File: src/rtl/restador_serial_pkg.sv
// restador_serial_pkg: shared state encoding and default width for the serial subtractor
package restador_serial_pkg;
  localparam int DEF_WIDTH = 8;
  typedef enum logic [1:0] {
    IDLE  = 2'd0,
    SHIFT = 2'd1,
    DONE  = 2'd2
  } state_t;
endpackage

File: src/rtl/restador_serial_if.sv
// restador_serial_if: start/busy/done handshake and operand/result bus of the serial subtractor
interface restador_serial_if import restador_serial_pkg::*; #(
  parameter int WIDTH = DEF_WIDTH
) ();
  logic             start;
  logic [WIDTH-1:0] a;
  logic [WIDTH-1:0] b;
  logic             bi;
  logic             busy;
  logic             done;
  logic [WIDTH-1:0] d;
  logic             bo;
  modport master (output start, a, b, bi, input busy, done, d, bo);
  modport slave  (input start, a, b, bi, output busy, done, d, bo);
endinterface

File: src/rtl/restador_serial_completo.sv
// restador_completo: combinational 1-bit full subtractor cell, PwrC only tags the instance for power runs
module restador_completo #(
  parameter int PwrC = 0
) (
  input  logic a,
  input  logic b,
  input  logic bi,
  output logic d,
  output logic bo
);
  assign d  = a ^ b ^ bi;
  assign bo = (~a & b) | (~(a ^ b) & bi);
endmodule

File: src/rtl/restador_serial.sv
// restador_serial: bit-serial A-B-Bin subtractor, LSB first; RESTADOR_SAT_EN clamps underflow results to 0
module restador_serial import restador_serial_pkg::*; #(
  parameter int WIDTH = DEF_WIDTH,
  parameter int PwrC  = 0
) (
  input  logic              clk,
  input  logic              reset_L,
  restador_serial_if.slave  bus
);
  localparam int CW = $clog2(WIDTH);
  state_t           state;
  logic [WIDTH-1:0] a_sh, b_sh, full, res;
  logic [WIDTH-2:0] r_sh;
  logic [CW-1:0]    cnt;
  logic             br, diff, bo_c;
  restador_completo #(.PwrC(PwrC)) u_cell (
    .a (a_sh[0]),
    .b (b_sh[0]),
    .bi(br),
    .d (diff),
    .bo(bo_c)
  );
  assign full = {diff, r_sh};
`ifdef RESTADOR_SAT_EN
  assign res = bo_c ? '0 : full;
`else
  assign res = full;
`endif
  // Handshake FSM plus the operand/result shift datapath, one bit per cycle
  always_ff @(posedge clk) begin
    if (!reset_L) begin
      state    <= IDLE;
      bus.busy <= 1'b0;
      bus.done <= 1'b0;
      bus.d    <= '0;
      bus.bo   <= 1'b0;
      a_sh     <= '0;
      b_sh     <= '0;
      r_sh     <= '0;
      br       <= 1'b0;
      cnt      <= '0;
    end else begin
      case (state)
        IDLE, DONE: begin
          bus.done <= 1'b0;
          bus.busy <= bus.start;
          state    <= bus.start ? SHIFT : IDLE;
          if (bus.start) begin
            a_sh <= bus.a;
            b_sh <= bus.b;
            br   <= bus.bi;
            cnt  <= '0;
          end
        end
        SHIFT: begin
          a_sh <= a_sh >> 1;
          b_sh <= b_sh >> 1;
          r_sh <= full[WIDTH-1:1];
          br   <= bo_c;
          cnt  <= cnt + 1'b1;
          if (cnt == CW'(WIDTH - 1)) begin
            bus.d    <= res;
            bus.bo   <= bo_c;
            bus.busy <= 1'b0;
            bus.done <= 1'b1;
            state    <= DONE;
          end
        end
        default: begin
          state    <= IDLE;
          bus.busy <= 1'b0;
          bus.done <= 1'b0;
        end
      endcase
    end
  end
endmodule

File: src/flat_wrapper.sv
// flat-port wrapper written by rule: the top's interface ports become plain ports
module restador_serial_flat import restador_serial_pkg::*;
#(
  parameter int WIDTH = DEF_WIDTH,
  parameter int PwrC  = 0
)
  (clk, reset_L, bus_start, bus_a, bus_b, bus_bi, bus_busy, bus_done, bus_d, bus_bo);
  restador_serial_if #(.WIDTH(WIDTH)) bus_i ();
  input  logic clk;
  input  logic reset_L;
  input wire logic [$bits(bus_i.start)-1:0] bus_start;
  input wire logic [$bits(bus_i.a)-1:0] bus_a;
  input wire logic [$bits(bus_i.b)-1:0] bus_b;
  input wire logic [$bits(bus_i.bi)-1:0] bus_bi;
  output wire logic [$bits(bus_i.busy)-1:0] bus_busy;
  output wire logic [$bits(bus_i.done)-1:0] bus_done;
  output wire logic [$bits(bus_i.d)-1:0] bus_d;
  output wire logic [$bits(bus_i.bo)-1:0] bus_bo;
  assign bus_i.start = bus_start;
  assign bus_i.a = bus_a;
  assign bus_i.b = bus_b;
  assign bus_i.bi = bus_bi;
  assign bus_busy = bus_i.busy;
  assign bus_done = bus_i.done;
  assign bus_d = bus_i.d;
  assign bus_bo = bus_i.bo;
  restador_serial #(.WIDTH(WIDTH), .PwrC(PwrC)) u_core (.clk(clk), .reset_L(reset_L), .bus(bus_i));
endmodule
File: config.mk
export PLATFORM = sky130hd
export DESIGN_NAME = restador_serial_flat
export DESIGN_NICKNAME = d
export VERILOG_FILES = /design/src/rtl/restador_serial_pkg.sv /design/src/rtl/restador_serial_if.sv /design/src/rtl/restador_serial_completo.sv /design/src/rtl/restador_serial.sv /design/src/flat_wrapper.sv
export SDC_FILE = /design/constraint.sdc
export NUM_CORES = 1
export LEC_CHECK = 0
export CAP_MARGIN = 20
export CORE_MARGIN = 5
export CORE_UTILIZATION = 35
export CTS_CLUSTER_SIZE = 10
export DETAILED_ROUTE_END_ITERATION = 8
export PLACE_DENSITY = 0.68
export RECOVER_POWER = 100
export SYNTH_ARGS = -nofsm -noshare
export SYNTH_HDL_FRONTEND = slang
export SYNTH_HIERARCHICAL = 1
export SYNTH_SLANG_ARGS = --single-unit
export TNS_END_PERCENT = 20
File: constraint.sdc
create_clock -name clk -period 1.3 [get_ports clk]
set_input_delay 0.325 -clock clk [delete_from_list [all_inputs] [get_ports clk]]
set_output_delay 0.325 -clock clk [all_outputs]
set_load 0.02 [all_outputs]
== Word level (Yosys, flattened, before mapping) ==
Cells that the tools add are included.
Storage, ports and cells
  word-level logic and storage cells: 42
  register bits: 40
Cells by class
  add/sub/neg operators: 1
  multiplexer cells: 13
  bitwise logic cells: 7
  eq/ne operators: 5
  reductions and logical operators: 6
Operator list (number)
  8-bit one-hot mux with 2 select lines: 2
  8-bit two-way mux: 2
  3-bit one-hot mux with 2 select lines: 1
  2-bit AND reduction: 3
  1-bit one-hot mux with 2 select lines: 2
  2-bit one-hot mux with 2 select lines: 1
  3-bit by 1-bit adder with 3-bit output, second input constant: 1
  3-bit == test, second input constant: 1
  1-bit two-way mux: 3
  3-bit two-way mux: 1
  1-bit AND: 2
  2-bit by 1-bit == test with 1-bit output, second input constant: 1
  2-bit == test, second input constant: 1
  2-bit zero test: 1
  2-bit two-way mux: 1
  2-bit by 1-bit inequality test with 1-bit output, second input constant: 1
  2-bit inequality test, second input constant: 1
  1-bit inverter: 2
  2-bit nonzero test: 1
  2-bit OR reduction: 1
  1-bit XOR: 2
  1-bit OR: 1

== Longest topological paths before layout ==
  word-level depth: 5
  depth in mapped cells: 5
  mapped depth without buffers: 5

== Hierarchy ==
Netlist, hierarchy kept.
Modules (own cells, without submodules)
  restador_serial: cells each 192, area an instance 1605.3 um^2, instances 1
  restador_completo: cells each 4, area an instance 31.3 um^2, instances 1

== Worst setup path after synthesis ==
OpenSTA, ideal clock, no wires.
  path type: register to register
  from: register u_core.cnt[0]
  to: register u_core.bus.done
  cell stages (with the launch flop): 5
  buffers on the path: 1
  arrival: 1.095 ns
  path slack: 0.088 ns
  setup time: 0.116 ns
  data required time: 1.184 ns
  path through: dfxtp_1 -> ha_1 -> ha_1 -> buf_1 -> o211a_1
Between the ends
  cells in the longest elaborated chain, start to end: 1
RTL lines
  from (decl): line restador_serial.sv:14  | logic [CW-1:0] cnt;
  from (signal assigned): line restador_serial.sv:60  | cnt <= cnt + 1'b1;
  3-bit == test: line restador_serial.sv:61  | if (cnt == CW'(WIDTH - 1)) begin
  to (signal assigned): line restador_serial.sv:45  | bus.done <= 1'b0;
  to (signal assigned): line restador_serial.sv:65  | bus.done <= 1'b1;
  to (signal assigned): line restador_serial.sv:72  | bus.done <= 1'b0;
  to (decl): line restador_serial_if.sv:14  | modport slave (input start, a, b, bi, output busy, done, d, bo);
No other way between the ends.
A chain may end at the register's enable or synchronous reset.

== Final worst setup path ==
  from: register u_core.bus.d[4]
  to: output bus_d[4]
RTL lines
  from (decl): line restador_serial_if.sv:14
  from (signal assigned): line restador_serial.sv:62  | bus.d <= res;
  to (decl): line flat_wrapper.sv:17  | output wire logic [$bits(bus_i.d)-1:0] bus_d;
No word-level cell between the ends.

==> flow_summary.yaml <==
grt:
  overflow: 0
  track_usage_pct: 11.4
  grt_pass1_vias: 1289
  met1_usage_pct: 13.7
  grt_max_degree: 41
  grt_pass1_wl_um: 5670
  gr-usage-met2_pct: 19.5
  antenna_found_initial: 0
  grt.busiest_layer: "met2"
  grt_use_met3_pct: 3.32
cts:
  htree_num_levels: 2
  clkLatencyLatePin_ns: 0.29
  clock-sinks: 40
  cts_tree: "built"
  path_clk_slew_ns: 0.07
  ctsHoldBuffers: 0
  cts-root-buf: "clkbuf_8"
  cts_inserted_buffers: 5
  cts_buffer_depth: 2
placed_design:
  dpl.hpwl_um: 2290
  place_area_um2: 2020
  gp_congestion: 0.736
  dp.cells: 271
  portBuffers: 30
sta:
  worst_pin_slew_ns: 0.263
  drv_slew: 0
  period_share_pct: 95.7
  clock_skew_ns: 0.00695
  maxSlewHeadroom_pct: 82.4
  fmax_mhz: 803
  hold_viol: 0
  setup_viol: 0
  period_needed_ns: 1.24
  setup_tns_ns: 0
synthesis:
  yosys-mux-area-fraction_pct: 0
  ys_types: 24
  syn_inst: 196
  syn_area_um2: 1640
  synth-compound-area-share_pct: 21.3
  syn_nets: 219
  synth-simple-area-share_pct: 20.9
  yosysSeqAreaShare_pct: 48.9
  synthAdderAreaFrac_pct: 2.75
  synth_top_family_by_area: "compound AO/OA/AOI/OAI gates"
  ys_ff_latch: 40
  yosys_warnings: 6
  synth_xor_area_share_pct: 0
  avgSynthCellArea_um2: 8.35
pwr:
  irDropWorstVdd_v: 0.000730
  power.density_nw_per_um2: 1240
  leakagePower_uw: 0.000787
drt:
  totalWireLength_um: 3320
  drt_iter0_markers: 65
  via_per_inst: 4.90
  via_count: 1372
  dr.pass1.iters: 4
  drc_errors: 0
  postRouteAntennaNets: 0
  routedWlPerCell_um: 11.9
floorplanning:
  coreArea_um2: 4440
  pin_count: 31
  initial_utilization_pct: 36.8
  die_x_um: 78.4
  dieArea_um2: 6140
  rows: 24
  die_height_um: 78.4
setup_path:
  crit_type: "reg -> out"
  cp_cell_sequence: "clkdlybuf4s15_1"
  crit_buf_inv: 1
  arrival_ns: 0.92
  cp_data_required_time_ns: 0.98
  cp_max_fo: 2
  max_stage_delay_ns: 0.33
  endpoint_kind: "output port"
  cp_top_family: "flip-flops"
  cp_slowest_cell: "dfxtp_1"
  crit_path_start_kind: "register"
run_status:
  status: "completed"
cells_and_area:
  final_cell_mix: "nand2_1 (57), dfxtp_1 (39), clkdlybuf4s50_1 (19), o21ai_1 (15), a31oi_1 (15)"
  finalInstanceArea_um2: 2110
  area_growth_pct: 28.7
  antenna_cells: 0
  layout_commonest_cell: "nand2_1"
  final_nets: 250
  final-instance-count-excl-fill: 280
  drive_gt1_share_pct: 8.77
run:
  max-cap-violations: 0
worst_hold_path:
  hp-class: "reg -> reg"
## layer usage
layer | vias to the layer above | wire length [um]
met5 | - | 0
met4 | 0 | 35
met3 | 5 | 153
met2 | 28 | 1500
met1 | 614 | 1630
li1 | 725 | -
## Yosys cell counts (all sizes together)
| library cell | instances | share of area, % |
|---|---|---|
| nand2 | 57 | 13 |
| dfxtp | 40 | 49 |
| a21boi | 21 | 9.6 |
| o21ai | 16 | 4.9 |
| a31oi | 15 | 5.7 |
| nand3 | 13 | 4.0 |
| buf | 11 | 4.2 |
| clkbuf | 5 | 1.1 |
| inv | 3 | 0.69 |
| and3 | 2 | 0.76 |
| ha | 2 | 1.5 |
| nand2b | 2 | 0.76 |
| nand3b | 2 | 0.92 |
| and2 | 1 | 0.38 |
| and2b | 1 | 0.46 |
| fa | 1 | 1.2 |
| nor2 | 1 | 0.23 |
| nor2b | 1 | 0.38 |
| o211a | 1 | 0.61 |
| o21a | 1 | 0.46 |
## area by class of cell
class	instances	area (um2)
fillers	457	2340
flip-flops and latches	40	802
multi-input cells	137	743
repair buffers	40	378
clock buffers	6	72.6
well taps	52	65.1
clock inverters	2	35.0
inverters	3	11.3
## stage by stage
| stage | total power [uW] | utilization [%] | setup slack [ns] | hold WS, ns |
|---|---|---|---|---|
| 6_report | 2620 | 47.4 | 0.0554 | 0.453 |
| 5_1_grt | 2760 | 47.4 | -0.0161 | 0.471 |
| 4_1_cts | 2660 | 47.7 | -0.0363 | 0.455 |
| 3_5_place_dp | 1680 | 45.4 | -0.192 | 0.446 |
| 3_3_place_gp | 1680 | 45.4 | -0.166 | 0.441 |
| 2_1_floorplan | 1550 | - | 0.0884 | 0.436 |
## sequential cells by signal, indices dropped and copies added, names as in the netlist
name             flops
u_core/br            1
u_core/bus.bo        1
u_core/state         2
u_core/r_sh          7
u_core/bus.busy      1
u_core/cnt           3
u_core/b_sh          8
u_core/bus.done      1
u_core/bus.d         8
u_core/a_sh          8
## final timing paths
path | start | end | slack, ns | depth (start not counted)
setup / recovery | u_core/bus.d[4] | bus_d[4] | 0.06 | 1
hold / removal | u_core/bus.bo | u_core/bus.bo | 0.45 | 2
setup reg to reg | u_core/cnt[0] | u_core/bus.d[1] | 0.09 | 6
hold reg to reg | u_core/bus.bo | u_core/bus.bo | 0.45 | 2
## power breakdown
group,total [uW],internal (uW),switching (uW)
registers,1320,1290,35.3
logic,324,161,162
clock network,976,569,407
## timing repair
item                                   CTS  global route
setup buffers                            0             1
setup endpoints to repair               20            21
pin swaps                                4             0
resized for setup                       14            19
endpoints found under the hold margin    0             0
## logic make-up after synthesis
logic type / Yosys count
AND/OR/NAND/NOR: 80
flip-flops: 40
buffers and inverters: 19
adder cells (fa/ha/maj): 3
AO/OA/AOI/OAI: 54
Power figures use the tool's default switching activity.
